==> src/rtl/pipe_maindec.sv <==
// Main decoder for the pipelined RV32 core.
// Decodes the opcode in Decode, flags illegal opcodes with all-zero controls,
// and registers the Execute-stage control bundle with stall/flush handling.
// Ports:
//   clk, reset_n                  clock and async active-low reset
//   OpD, ValidD                   Decode-stage opcode and valid qualifier
//   StallE, FlushE                Execute register hold / bubble insertion
//   ImmSrcD, IllegalD             combinational Decode-stage outputs
//   RegWriteE ... JumpRegE        registered Execute-stage controls
//   ValidE, IllegalE              Execute slot status
//   IllegalCnt                    saturating count of illegal instrs entering Execute
module pipe_maindec #(
  parameter bit          EN_JALR  = 1'b1,
  parameter bit          EN_AUIPC = 1'b1,
  parameter int unsigned CNT_W    = 8
) (
  input  logic             clk,
  input  logic             reset_n,
  input  logic [6:0]       OpD,
  input  logic             ValidD,
  input  logic             StallE,
  input  logic             FlushE,
  output logic [2:0]       ImmSrcD,
  output logic             IllegalD,
  output logic             RegWriteE,
  output logic [1:0]       ALUSrcAE,
  output logic             ALUSrcBE,
  output logic             MemWriteE,
  output logic [1:0]       ResultSrcE,
  output logic             BranchE,
  output logic [1:0]       ALUOpE,
  output logic             JumpE,
  output logic             JumpRegE,
  output logic             ValidE,
  output logic             IllegalE,
  output logic [CNT_W-1:0] IllegalCnt
);

  // Controls carried into Execute (ImmSrc is consumed in Decode only)
  typedef struct packed {
    logic       reg_write;
    logic [1:0] alu_src_a;
    logic       alu_src_b;
    logic       mem_write;
    logic [1:0] result_src;
    logic       branch;
    logic [1:0] alu_op;
    logic       jump;
    logic       jump_reg;
  } ctrl_t;

  localparam logic [CNT_W-1:0] CNT_MAX = {CNT_W{1'b1}};

  ctrl_t            dec_ctrl;
  logic [2:0]       dec_imm;
  logic             known_op;
  ctrl_t            ctrl_d;
  ctrl_t            ctrl_e;
  logic             valid_e;
  logic             illegal_e;
  logic [CNT_W-1:0] illegal_cnt;

  // Opcode decode; unknown or disabled opcodes leave everything at zero
  always_comb begin
    dec_ctrl = '0;
    dec_imm  = 3'b000;
    known_op = 1'b1;
    case (OpD)
      7'b0000011: dec_ctrl = '{1'b1, 2'b00, 1'b1, 1'b0, 2'b01, 1'b0, 2'b00, 1'b0, 1'b0};
      7'b0100011: begin
        dec_ctrl = '{1'b0, 2'b00, 1'b1, 1'b1, 2'b00, 1'b0, 2'b00, 1'b0, 1'b0};
        dec_imm  = 3'b001;
      end
      7'b0110011: dec_ctrl = '{1'b1, 2'b00, 1'b0, 1'b0, 2'b00, 1'b0, 2'b10, 1'b0, 1'b0};
      7'b1100011: begin
        dec_ctrl = '{1'b0, 2'b00, 1'b0, 1'b0, 2'b00, 1'b1, 2'b01, 1'b0, 1'b0};
        dec_imm  = 3'b010;
      end
      7'b0010011: dec_ctrl = '{1'b1, 2'b00, 1'b1, 1'b0, 2'b00, 1'b0, 2'b10, 1'b0, 1'b0};
      7'b1101111: begin
        dec_ctrl = '{1'b1, 2'b00, 1'b0, 1'b0, 2'b10, 1'b0, 2'b00, 1'b1, 1'b0};
        dec_imm  = 3'b011;
      end
      7'b0110111: begin
        dec_ctrl = '{1'b1, 2'b01, 1'b1, 1'b0, 2'b00, 1'b0, 2'b00, 1'b0, 1'b0};
        dec_imm  = 3'b100;
      end
      7'b1100111: begin
        if (EN_JALR) dec_ctrl = '{1'b1, 2'b00, 1'b1, 1'b0, 2'b10, 1'b0, 2'b00, 1'b1, 1'b1};
        else         known_op = 1'b0;
      end
      7'b0010111: begin
        if (EN_AUIPC) begin
          dec_ctrl = '{1'b1, 2'b10, 1'b1, 1'b0, 2'b00, 1'b0, 2'b00, 1'b0, 1'b0};
          dec_imm  = 3'b100;
        end else begin
          known_op = 1'b0;
        end
      end
      7'b0000000: known_op = 1'b1;  // all-zero opcode is a bubble, not illegal
      default:    known_op = 1'b0;
    endcase
  end

  // Bubbles and illegal opcodes both present all-zero controls
  always_comb begin
    IllegalD = ValidD & ~known_op;
    ctrl_d   = '0;
    ImmSrcD  = 3'b000;
    if (ValidD && known_op) begin
      ctrl_d  = dec_ctrl;
      ImmSrcD = dec_imm;
    end
  end

  // Execute register: reset > flush > stall > load
  always_ff @(posedge clk or negedge reset_n) begin
    if (!reset_n) begin
      ctrl_e      <= '0;
      valid_e     <= 1'b0;
      illegal_e   <= 1'b0;
      illegal_cnt <= '0;
    end else if (FlushE) begin
      ctrl_e    <= '0;
      valid_e   <= 1'b0;
      illegal_e <= 1'b0;
    end else if (!StallE) begin
      ctrl_e    <= ctrl_d;
      valid_e   <= ValidD & ~IllegalD;
      illegal_e <= IllegalD;
      // Counting only on the load path keeps stalled cycles from re-counting
      if (IllegalD && (illegal_cnt != CNT_MAX)) begin
        illegal_cnt <= illegal_cnt + CNT_W'(1);
      end
    end
  end

  assign RegWriteE  = ctrl_e.reg_write;
  assign ALUSrcAE   = ctrl_e.alu_src_a;
  assign ALUSrcBE   = ctrl_e.alu_src_b;
  assign MemWriteE  = ctrl_e.mem_write;
  assign ResultSrcE = ctrl_e.result_src;
  assign BranchE    = ctrl_e.branch;
  assign ALUOpE     = ctrl_e.alu_op;
  assign JumpE      = ctrl_e.jump;
  assign JumpRegE   = ctrl_e.jump_reg;
  assign ValidE     = valid_e;
  assign IllegalE   = illegal_e;
  assign IllegalCnt = illegal_cnt;

endmodule
==> config.mk <==
export PLATFORM = sky130hd
export DESIGN_NAME = pipe_maindec
export DESIGN_NICKNAME = d
export VERILOG_FILES = /design/src/rtl/pipe_maindec.sv
export SDC_FILE = /design/constraint.sdc
export NUM_CORES = 1
export LEC_CHECK = 0
export ABC_AREA = 1
export BUFFER_PORTS_ARGS = -buffer_cell sky130_fd_sc_hd__clkbuf_2
export CAP_MARGIN = 0
export CORE_UTILIZATION = 50
export DETAILED_ROUTE_END_ITERATION = 7
export GPL_TIMING_DRIVEN = 0
export PLACE_DENSITY = 0.78
export SYNTH_ARGS = -nofsm -noshare
export SYNTH_HDL_FRONTEND = slang
export SYNTH_SLANG_ARGS = --single-unit
==> constraint.sdc <==
create_clock -name clk -period 1.7 [get_ports clk]
set_input_delay 0.17 -clock clk [delete_from_list [all_inputs] [get_ports clk]]
set_output_delay 0.17 -clock clk [all_outputs]
set_load 0.01 [all_outputs]
==> flow_metrics.tcl <==
set metrics [dict create \
    die-area_um2 2610 \
    cap_violations 0 \
    cts_tree "built" \
    grt_max_degree 21 \
    drt-total-wl_mm 2.63 \
    mostFrequentLayoutCells "nand2_1 (41), clkbuf_2 (37), dfrtp_1 (20), nand3_1 (19), nor2_1 (16)" \
    critPathMaxStageDelay_ns 0.41 \
    drt_first_pass_iters 4 \
    wl_per_cell_um 11.5 \
    n_fill_cell 219 \
    irDropWorstVdd_mv 0.560 \
    gr-total-overflow 0 \
    syn_nets 169 \
    die-height_um 51.1 \
    critPathCaptureType "flip-flop" \
    grt.total_usage_pct 22.9 \
    rrSetupSlack_ns 0.13 \
    drc 0 \
    crit_chain "ha_1, nand2_1, inv_1, nand4_1, buf_4, buf_4, nand4_1, nand2_1" \
    ys_seq_elements 20 \
    gp_congestion 0.773 \
    status "finished, final reports clean" \
    startpoint "IllegalCnt[0]$_DFFE_PN0P_" \
    fin_crit_ns 1.57 \
    worst_slew_pin_slew_ns 0.486 \
    endpoint "IllegalCnt[0]$_DFFE_PN0P_" \
    clock.fmax_mhz 636 \
    finalMaxSlewViolations 0 \
    ys_seq_area_share_pct 41.5 \
    viasPerCell 5.28 \
    power_density_nw_per_um2 733 \
    grt_pass1_vias 1051 \
    cp_max_fo 5 \
    grt_pass1_wl_mm 4.40 \
    htreeDepth 1 \
    crit-reg2reg-launch "IllegalCnt[0]$_DFFE_PN0P_" \
    synth.distinct_cells 27 \
    cts_buffers 3 \
    fin_nets 215 \
    critPathKind "reg2reg" \
    fp.dieW_um 51.1 \
    cp.arrival_ns 1.78 \
    maxSlewHeadroom_pct 67.6 \
    grt_setup_unrepaired "no" \
    coreArea_um2 2230 \
    ant_nets 0 \
    multi_input_area_um2 623 \
    initial_core_util_pct 54.0 \
    cts-root-buf "clkbuf_4" \
    area_growth_pct 24.0 \
    register_area_um2 500 \
    hpwl_mm 2.08 \
    synthesis.area_um2 1210 \
    final-hold-violation-count 0 \
    num_antenna_cells 0 \
    rows 17 \
    yosys_warnings 0 \
    slowest_stage "dfrtp_1" \
    avgSynthCellArea_um2 7.73 \
    rr_worst_depth 8 \
    cts.clk_slew.worst_paths_ns 0.11 \
    clockBufferDepth 2 \
    first_iter_violations 32 \
    worst_slack_ns 0.127 \
    final_common_cell "nand2_1" \
    final.setup.tns_ns 0 \
    dpl_cell_area_um2 1430 \
    cp-start-kind "flip-flop" \
    p_leak_uw 0.000795 \
    post-place-ws_ns 0.0981 \
    clock_skew_ns 0.000666 \
    setup_viol 0 \
    ios 38 \
    antenna_found_initial 0 \
    timing.final.crit_share_pct 92.5 \
    route.vias.total 1210 \
    io_buffers 37 \
    final_cell_area_um2 1500 \
    layout-drive-gt1-share_pct 29.9 \
    clkLatencyLatePin_ns 0.30 \
    hold_class "in2reg" \
    netlist_instances 156 \
    crit_required_ns 1.91 \
    cts_sinks 20 \
    r2r_end "IllegalCnt[0]$_DFFE_PN0P_" \
]
## cell usage after synthesis, drive strengths merged
cell type	count	area share, %
inv	15	4.7
buf	2	1.2
dfrtp	20	41
nor3	4	2.1
clkbuf	3	0.93
nand3	21	10
nor2	18	6.4
xor2	2	1.5
ha	1	1.0
a31oi	1	0.52
nand2	42	14
nand4	11	7.5
o21ai	11	5.8
xnor2	3	2.2
a21oi	2	0.83
## report_power, final
group	leakage [µW]	total, µW	switching (µW)	internal (µW)
clock network	0.0000210	279	148	131
registers	0.000274	567	51.3	516
logic	0.000500	249	154	95.6
total	0.000795	1100	354	742
## metrics by stage
step           utilization, %  power (µW)  instances  hold slack [ns]
2_1_floorplan               -         717        156           -0.126
3_3_place_gp             63.9         810        221            0.149
3_5_place_dp             63.9         824        221            0.155
4_1_cts                  65.9        1100        226            0.137
5_1_grt                  66.9        1160        229            0.155
6_report                 66.9        1100        229            0.137
## worst min path at each step
| stage | slack, ns | startpoint | endpoint | depth (start not counted) |
|---|---|---|---|---|
| 2_1_floorplan | -0.13 | reset_n | ALUOpE[0]$_DFFE_PN0P_ | 0 |
| 5_1_grt | 0.16 | StallE | ResultSrcE[0]$_DFFE_PN0P_ | 3 |
| 3_5_place_dp | 0.15 | reset_n | ALUOpE[0]$_DFFE_PN0P_ | 1 |
| 3_3_place_gp | 0.15 | reset_n | ALUOpE[0]$_DFFE_PN0P_ | 1 |
| 4_1_cts | 0.14 | StallE | ResultSrcE[0]$_DFFE_PN0P_ | 3 |
| 6_report | 0.14 | StallE | ResultSrcE[0]$_DFFE_PN0P_ | 3 |
## sequential cells by signal, summed over array words and instances (netlist names)
name / flops
IllegalCnt: 8
ALUOpE: 2
ALUSrcAE: 2
ResultSrcE: 2
ALUSrcBE: 1
IllegalE: 1
JumpRegE: 1
MemWriteE: 1
RegWriteE: 1
ValidE: 1
## worst max-delay path, delay by kind of cell, from the launching register on
| kind | cells | cell delay (ns) |
|---|---|---|
| simple gates | 4 | 0.43 |
| fa+ha+maj | 1 | 0.20 |
| buf+inv | 3 | 0.44 |
| flops | 1 | 0.41 |
## repair_timing
item | CTS | global route
endpoints found under the setup margin | 0 | 8
hold endpoints to repair | 20 | 0
hold buffers | 1 | 0
buffers inserted | 0 | 3
gates resized for setup | 0 | 0
## layer usage
metal	GRT usage (%)	vias to the layer above	share of wire [%]
met1	31.0	558	45
met5	0	-	0
met4	11.1	0	1.0
met2	36.2	39	49
met3	2.68	2	4.6
li1	-	611	-
## area by class of cell
| cell class | count | area share (%) |
|---|---|---|
| Inverter | 15 | 3.77 |
| Clock buffer | 4 | 2.43 |
| Buffer | 5 | 1.76 |
| Timing Repair Buffer | 41 | 14.6 |
| Tap cell | 28 | 2.34 |
| Multi-Input combinational cell | 116 | 41.7 |
| Sequential cell | 20 | 33.5 |
## logic make-up after synthesis
logic type	share of synthesized area [%]
adders and majority gates	1.04
and+or+nand+nor	39.8
buffers and inverters	6.85
xor gates and xnor gates	3.63
DFF	41.5
AOI/OAI and AO/OA	7.16
No activity file was read; power rests on OpenSTA's default activity.
